--- src/rtl/lcd_frame_serializer.sv ---
// Snapshots the user design's debug/display outputs on a start pulse and streams
// them to the host as a fixed 62-byte frame over valid/ready, closed by an XOR checksum.
module lcd_frame_serializer #(
    parameter int          NBITS_TOP   = 8,
    parameter int          NREGS_TOP   = 32,
    parameter int          NBITS_LCD   = 64,
    parameter int          NINSTR_BITS = 32,
    parameter logic [7:0]  HEADER      = 8'hA5
) (
    input  logic                   clk_2,
    input  logic                   reset,
    input  logic                   start,
    input  logic [NBITS_TOP-1:0]   lcd_pc,
    input  logic [NBITS_TOP-1:0]   lcd_SrcA,
    input  logic [NBITS_TOP-1:0]   lcd_SrcB,
    input  logic [NBITS_TOP-1:0]   lcd_ALUResult,
    input  logic [NBITS_TOP-1:0]   lcd_Result,
    input  logic [NBITS_TOP-1:0]   lcd_WriteData,
    input  logic [NBITS_TOP-1:0]   lcd_ReadData,
    input  logic [NINSTR_BITS-1:0] lcd_instruction,
    input  logic                   lcd_MemWrite,
    input  logic                   lcd_Branch,
    input  logic                   lcd_MemtoReg,
    input  logic                   lcd_RegWrite,
    input  logic [NBITS_TOP-1:0]   lcd_registrador [0:NREGS_TOP-1],
    input  logic [NBITS_LCD-1:0]   lcd_a,
    input  logic [NBITS_LCD-1:0]   lcd_b,
    output logic [7:0]             out_data,
    output logic                   out_valid,
    input  logic                   out_ready,
    output logic                   out_last,
    output logic                   busy,
    output logic                   done
);

    localparam int INSTR_BYTES = NINSTR_BITS / 8;
    localparam int LCD_BYTES   = NBITS_LCD / 8;
    localparam int OFF_INSTR   = 2;
    localparam int OFF_DP      = OFF_INSTR + INSTR_BYTES;
    localparam int OFF_FLAGS   = OFF_DP + 6;
    localparam int OFF_REGS    = OFF_FLAGS + 1;
    localparam int OFF_LA      = OFF_REGS + NREGS_TOP;
    localparam int OFF_LB      = OFF_LA + LCD_BYTES;
    localparam int OFF_CSUM    = OFF_LB + LCD_BYTES;
    localparam int FRAME_BYTES = OFF_CSUM + 1;
    localparam int IDX_W       = $clog2(FRAME_BYTES);
    localparam logic [IDX_W-1:0] LAST_IDX = IDX_W'(FRAME_BYTES - 1);

    typedef enum logic {
        S_IDLE,
        S_SEND
    } state_t;

    state_t           state_q, state_d;
    logic [IDX_W-1:0] idx_q, idx_d;
    logic [7:0]       csum_q, csum_d;
    logic             done_q, done_d;
    logic             capture;
    logic [7:0]       byte_sel;

    logic [7:0] frame_bytes [0:FRAME_BYTES-1];
    logic [7:0] snap_q      [0:FRAME_BYTES-1];

    // Live frame image; only copied into snap_q at the moment a frame is accepted.
    assign frame_bytes[0]         = HEADER;
    assign frame_bytes[1]         = lcd_pc;
    assign frame_bytes[OFF_DP+0]  = lcd_SrcA;
    assign frame_bytes[OFF_DP+1]  = lcd_SrcB;
    assign frame_bytes[OFF_DP+2]  = lcd_ALUResult;
    assign frame_bytes[OFF_DP+3]  = lcd_Result;
    assign frame_bytes[OFF_DP+4]  = lcd_WriteData;
    assign frame_bytes[OFF_DP+5]  = lcd_ReadData;
    assign frame_bytes[OFF_FLAGS] = {4'b0000, lcd_MemWrite, lcd_Branch, lcd_MemtoReg, lcd_RegWrite};
    // Checksum slot is filled from the running accumulator, not the snapshot.
    assign frame_bytes[OFF_CSUM]  = 8'h00;

    generate
        for (genvar gi = 0; gi < INSTR_BYTES; gi++) begin : g_instr
            assign frame_bytes[OFF_INSTR+gi] = lcd_instruction[NINSTR_BITS-1-8*gi -: 8];
        end
        for (genvar gi = 0; gi < NREGS_TOP; gi++) begin : g_regs
            assign frame_bytes[OFF_REGS+gi] = lcd_registrador[gi];
        end
        for (genvar gi = 0; gi < LCD_BYTES; gi++) begin : g_lcd
            assign frame_bytes[OFF_LA+gi] = lcd_a[NBITS_LCD-1-8*gi -: 8];
            assign frame_bytes[OFF_LB+gi] = lcd_b[NBITS_LCD-1-8*gi -: 8];
        end
        for (genvar gi = 0; gi < FRAME_BYTES; gi++) begin : g_snap
            always_ff @(posedge clk_2) begin
                if (capture) begin
                    snap_q[gi] <= frame_bytes[gi];
                end
            end
        end
    endgenerate

    always_ff @(posedge clk_2) begin
        if (reset) begin
            state_q <= S_IDLE;
            idx_q   <= '0;
            csum_q  <= 8'h00;
            done_q  <= 1'b0;
        end else begin
            state_q <= state_d;
            idx_q   <= idx_d;
            csum_q  <= csum_d;
            done_q  <= done_d;
        end
    end

    always_comb begin
        state_d   = state_q;
        idx_d     = idx_q;
        csum_d    = csum_q;
        done_d    = 1'b0;
        capture   = 1'b0;
        out_valid = 1'b0;
        out_last  = 1'b0;
        byte_sel  = 8'h00;

        case (state_q)
            S_IDLE: begin
                if (start) begin
                    capture = 1'b1;
                    idx_d   = '0;
                    csum_d  = 8'h00;
                    state_d = S_SEND;
                end
            end
            S_SEND: begin
                out_valid = 1'b1;
                out_last  = (idx_q == LAST_IDX);
                byte_sel  = out_last ? csum_q : snap_q[idx_q];
                if (out_ready) begin
                    csum_d = csum_q ^ byte_sel;
                    if (out_last) begin
                        state_d = S_IDLE;
                        idx_d   = '0;
                        done_d  = 1'b1;
                    end else begin
                        idx_d = idx_q + 1'b1;
                    end
                end
            end
            default: begin
                state_d = S_IDLE;
            end
        endcase
    end

    assign out_data = byte_sel;
    assign busy     = (state_q == S_SEND);
    assign done     = done_q;

endmodule

--- config.mk ---
export PLATFORM = sky130hd
export DESIGN_NAME = lcd_frame_serializer
export DESIGN_NICKNAME = d
export VERILOG_FILES = /design/src/rtl/lcd_frame_serializer.sv
export SDC_FILE = /design/constraint.sdc
export NUM_CORES = 1
export LEC_CHECK = 0
export BUFFER_PORTS_ARGS = -buffer_cell sky130_fd_sc_hd__buf_2
export CAP_MARGIN = 10
export CORE_AREA = 2 2 255 257
export CTS_CLUSTER_SIZE = 24
export DETAILED_ROUTE_END_ITERATION = 8
export DIE_AREA = 0 0 257 259
export PLACE_DENSITY = 0.51
export REMOVE_ABC_BUFFERS = 1
export SLEW_MARGIN = 40
export SYNTH_ARGS = -nofsm -noshare
export SYNTH_HDL_FRONTEND = slang
export SYNTH_SLANG_ARGS = --single-unit
--- constraint.sdc ---
create_clock -name clk_2 -period 34.4 [get_ports clk_2]
set_input_delay 1.72 -clock clk_2 [delete_from_list [all_inputs] [get_ports clk_2]]
set_output_delay 1.72 -clock clk_2 [all_outputs]
set_load 0.005 [all_outputs]
Yosys cells after proc, flatten, opt, wreduce, memory -nomap -nowiden
Memory sizes are Yosys's and may differ from the RTL's. A register that Yosys moved wholly into a read port is not among the register bits.
Cells that the tools add are included.
{"block": "totals", "inputBits": 480, "output_inout_bits": 12, "mem_bits_rw": 496, "mem_count": 1, "regBits": 16}
{"name": "snap_q", "words": 62, "word_bits": 8, "read_ports": 1, "rd_ports_with_merged_regs": 1, "write_ports": 62, "line_no": "62", "rtl": "logic [7:0] snap_q [0:FRAME_BYTES-1];"}
{"block": "op_classes", "muxes": 21, "n_reduce_logical": 2, "n_bitwise": 3, "n_eq_ne": 3, "add_sub_neg": 1}
{"op": "two-way mux 8 bit", "n": 4}
{"op": "two-way mux 6 bit", "n": 5}
{"op": "case mux 8 bit (2 select lines)", "n": 1}
{"op": "case mux 6 bit (2 select lines)", "n": 1}
{"op": "two-way mux 1 bit", "n": 9}
{"op": "XOR 8 bit", "n": 1}
{"op": "adder 6 x 1 -> 6 bit (second input constant)", "n": 1}
{"op": "equality test 6 bit (second input constant)", "n": 1}
{"op": "inequality test 2 bit (second input constant)", "n": 2}
{"op": "OR reduction 3 bit", "n": 1}
{"op": "inverter 1 bit", "n": 2}
{"op": "case mux 1 bit (2 select lines)", "n": 1}
{"op": "AND reduction 2 bit", "n": 1}

Logic depth before layout (Yosys ltp)
{"block": "depth", "ltp_word": 6, "ltp_mapped": 11, "ltp_nobuf": 8}

Least setup slack after synthesis
OpenSTA, ideal clock, no wires.
{"block": "synth_path", "kind": "input-to-reg", "start": "in start", "end": "reg csum_q[3]", "arrival_time_ns": 24.603, "path_stages": 6, "required_ns": 34.266, "setup_time_ns": 0.134, "setup_slack_ns": 9.663, "path_cell_list": "nor2b_1 nor2_1 nand3_1 nor2_1 a2111oi_2 a41oi_1"}
{"block": "synth_via", "elab_chain_cells": 2}
{"element": "start: declaration", "line_no": "12", "rtl": "input logic start,"}
{"element": "inequality test 2 bit (no line)"}
{"element": "AND reduction 2 bit (no line)"}
{"element": "end signal: assignment", "line_no": "106", "rtl": "csum_q <= csum_d;"}
{"element": "end: declaration", "line_no": "56", "rtl": "logic [7:0] csum_q, csum_d;"}
Every way passes these cells.
A chain may end at the register's enable or synchronous reset.

==> impl_metrics.py <==
metrics = {
    "cts": {
        "post_cts_buffers": 0,
        "htree_levels": 2,
        "cts_made_buffers": 54,
        "clk_pin_slew_worst_paths_ns": 0.06,
        "insertion_delay_ns": 0.61,
        "cts_sinks": 498,
        "cts_buffer_depth": 3,
        "cts_hold_buf": 0,
        "postCtsResizedCells": 0,
        "cts_root_buf": "clkbuf_16",
        "cts_tree": "built",
    },
    "worst_setup_path": {
        "crit_family": "buffers and inverters",
        "cpMaxStageDelayCell": "a311oi_1",
        "worstPathCellList": "buf_4 -> buf_4 -> mux4_2 -> nor3_1 -> a31oi_1 -> a311oi_1 -> o31ai_1 -> and2_1 -> buf_2",
        "slowest_delay_ns": 0.70,
        "critPathBufInv": 3,
        "r2r_end": "csum_q[4]",
        "endpoint": "out_data[6]",
        "crit_required_ns": 32.68,
        "arrival_ns": 4.47,
        "end_kind": "output pin",
        "worstSetupPathDepth": 9,
        "cp-start-kind": "register",
        "cpMostUsedCell": "buf_4",
        "worst-path-max-fanout": 34,
        "r2r_cells": 8,
        "worstSetupPathType": "register to output pin",
        "reg2reg_slack_ns": 30.46,
    },
    "sta": {
        "skew_ns": 0.02069,
        "worst_pin_slew_ns": 0.8127,
        "fin_crit_ns": 6.194,
        "drv_slew": 0,
        "fin_crit_sh": 0.1800,
        "slew_headroom": 0.4582,
        "setup_violations": 0,
        "final-hold-violation-count": 0,
        "rsz0062_at_grt": "false",
        "tns_ns": 0,
        "fmax_ghz": 0.1615,
    },
    "floorplan": {
        "die_h_um": 259,
        "ioPinCount": 492,
        "die_area_um2": 66560,
        "start_util": 0.3061,
        "rows": 93,
        "core-area_um2": 63880,
        "die_w_um": 257,
    },
    "final_layout": {
        "fin_area_um2": 24730,
        "area_growth_pct": 26.43,
        "drive_gt1_frac": 0.4752,
        "postLayoutCoreUtil": 0.3871,
        "nNetsFinal": 1950,
    },
    "drt": {
        "drt_iter0_markers": 794,
        "via_count": 11120,
        "avgRoutedWirePerCell_um": 23.52,
        "postRouteAntennaNets": 0,
        "routed_wl_mm": 55.97,
        "avgViaCountPerCell": 4.671,
        "drc_errors": 0,
        "dr.pass1.iters": 4,
    },
    "grt": {
        "grt_pass1_wl_mm": 80.01,
        "grt_overflow": 0,
        "grt_max_degree": 107,
        "grt_usage": 0.1650,
        "grt_antenna_before_repair": 32,
        "grt_pass1_vias": 12040,
    },
    "outcome": {
        "status": "finished clean",
    },
    "power": {
        "clockPowerShare": 0.413,
        "pwr-share-seq": 0.525,
        "p_per_area_nw_per_um2": 55.26,
        "power_switching_w": 0.0002937,
        "switching_share": 0.2150,
        "p_leak_nw": 8.908,
        "p_int_w": 0.001073,
        "ir_drop_mv": 0.03964,
        "power.share.combinational": 0.062,
    },
    "hold_path": {
        "hold_start": "csum_q[7]",
        "holdCritPathClass": "register to register",
    },
    "placement": {
        "hpwl_mm": 39.95,
        "dpl_cell_area_um2": 22980,
        "io_buffers": 491,
        "gp_congestion": 0.7826,
    },
    "synth": {
        "synth-compound-area-share": 0.04210,
        "synthCells": 954,
        "syn_area_um2": 19560,
        "yosys-mux-area-fraction": 0.1538,
        "postSynth.asyncResetShare": 0,
        "synth-edff-count": 476,
        "synthTopCellsByCount": "476 x edfxtp_1, 93 x mux4_2, 35 x mux2i_1",
        "yosys-top-cells-area": "edfxtp_1 73%, mux4_2 11%, dfxtp_1 2.3%",
        "ys_types": 60,
        "yosys.area_share.xor_xnor": 0,
        "yosysTopAreaCell": "edfxtp_1",
        "synth_seq_cells": 498,
        "synthMostInstantiatedCell": "edfxtp_1",
        "ys.flop_type": "edfxtp_1",
        "synthSimpleGateAreaFrac": 0.03077,
        "synth_top_family_by_area": "multiplexers",
        "synth_warnings": 0,
        "yosysSeqAreaShare": 0.7534,
        "syn_avg_cell_area_um2": 20.50,
        "synth_top_area_frac": 0.7309,
        "synth_fa_ha_area_frac": 0.001280,
    },
    "flow_run": {
        "drv_cap": 0,
    },
}
## worst register-to-register path: stages (launching register included)
cell      delay [ns]
dfxtp_4         0.67
buf_4           0.53
buf_4           0.64
mux4_1          0.69
mux2_2          0.28
o221ai_2        0.22
o211ai_1        0.27
o211a_1         0.29
a221o_1         0.25
## cell usage in the layout (no fill, tap or decap), drive strengths merged, types with 5 or more instances in the layout
cell,count
o21ai,11
nand3,9
buf,511
nand2,32
mux4,105
mux2,22
dfxtp,22
o221ai,6
inv,14
nor3,6
o211ai,7
a21oi,10
a31oi,6
diode,12
a211oi,7
a221oi,8
clkbuf,67
edfxtp,476
clkinv,22
nor2,30
mux2i,35
and2,5
nand2b,9
a311oi,5
nor2b,10
o22ai,11
## flip-flops by register name, indices dropped and copies added, names as in the netlist, named ones only
name,cells
busy,1
snap_q,476
done,1
csum_q,8
idx_q,6
## power by group through the flow
stage	Combinational [W]	Clock [W]	Sequential, W
floorplan	0.0000402	0	0.000753
global placement	0.0000844	0	0.000729
detailed placement	0.0000868	0	0.000730
CTS	0.0000871	0.000584	0.000717
global route	0.0000930	0.000607	0.000720
finish	0.0000848	0.000565	0.000717
## per-stage QoR
stage	worst slack (ns)	power (W)	hold WS (ns)	std cells
6_report	28.21	0.001366	0.4739	2380
5_1_grt	27.86	0.001419	0.4991	2376
4_1_cts	28.02	0.001389	0.4696	2368
3_5_place_dp	28.68	0.0008165	0.4543	2267
3_3_place_gp	28.64	0.0008135	0.4431	2264
2_1_floorplan	9.679	0.0007931	0.4354	901
## per-layer routing
layer / vias to the layer above / GRT usage / part of all wire
met5: - / 0 / 0.0031
met2: 382 / 0.2776 / 0.50
met1: 5561 / 0.2055 / 0.40
li1: 5044 / - / -
met3: 103 / 0.05019 / 0.074
met4: 28 / 0.04780 / 0.022
## final cells by class
type / count / area, um2
repair buffers: 511 / 2660
inverters: 10 / 37.54
clock buffers: 67 / 1421
fillers: 5908 / 39160
well taps: 855 / 1070
flip-flops and latches: 498 / 14750
clock inverters: 34 / 291.5
multi-input cells: 393 / 4468
diodes: 12 / 30.03
## worst min path at each step
| stage | cells past startpoint | end | slack [ns] |
|---|---|---|---|
| 6_report | 1 | csum_q[7] | 0.47 |
| 5_1_grt | 1 | csum_q[7] | 0.50 |
| 4_1_cts | 1 | csum_q[7] | 0.47 |
| 3_5_place_dp | 1 | csum_q[7] | 0.45 |
| 3_3_place_gp | 1 | csum_q[7] | 0.44 |
| 2_1_floorplan | 1 | csum_q[7] | 0.44 |
## kinds of logic after synthesis
| family | after synthesis |
|---|---|
| compound gates | 108 |
| fa+ha+maj | 2 |
| simple gates | 121 |
| mux | 162 |
| flops | 498 |
| buf+inv | 63 |
(Power assumes the default switching activity.)
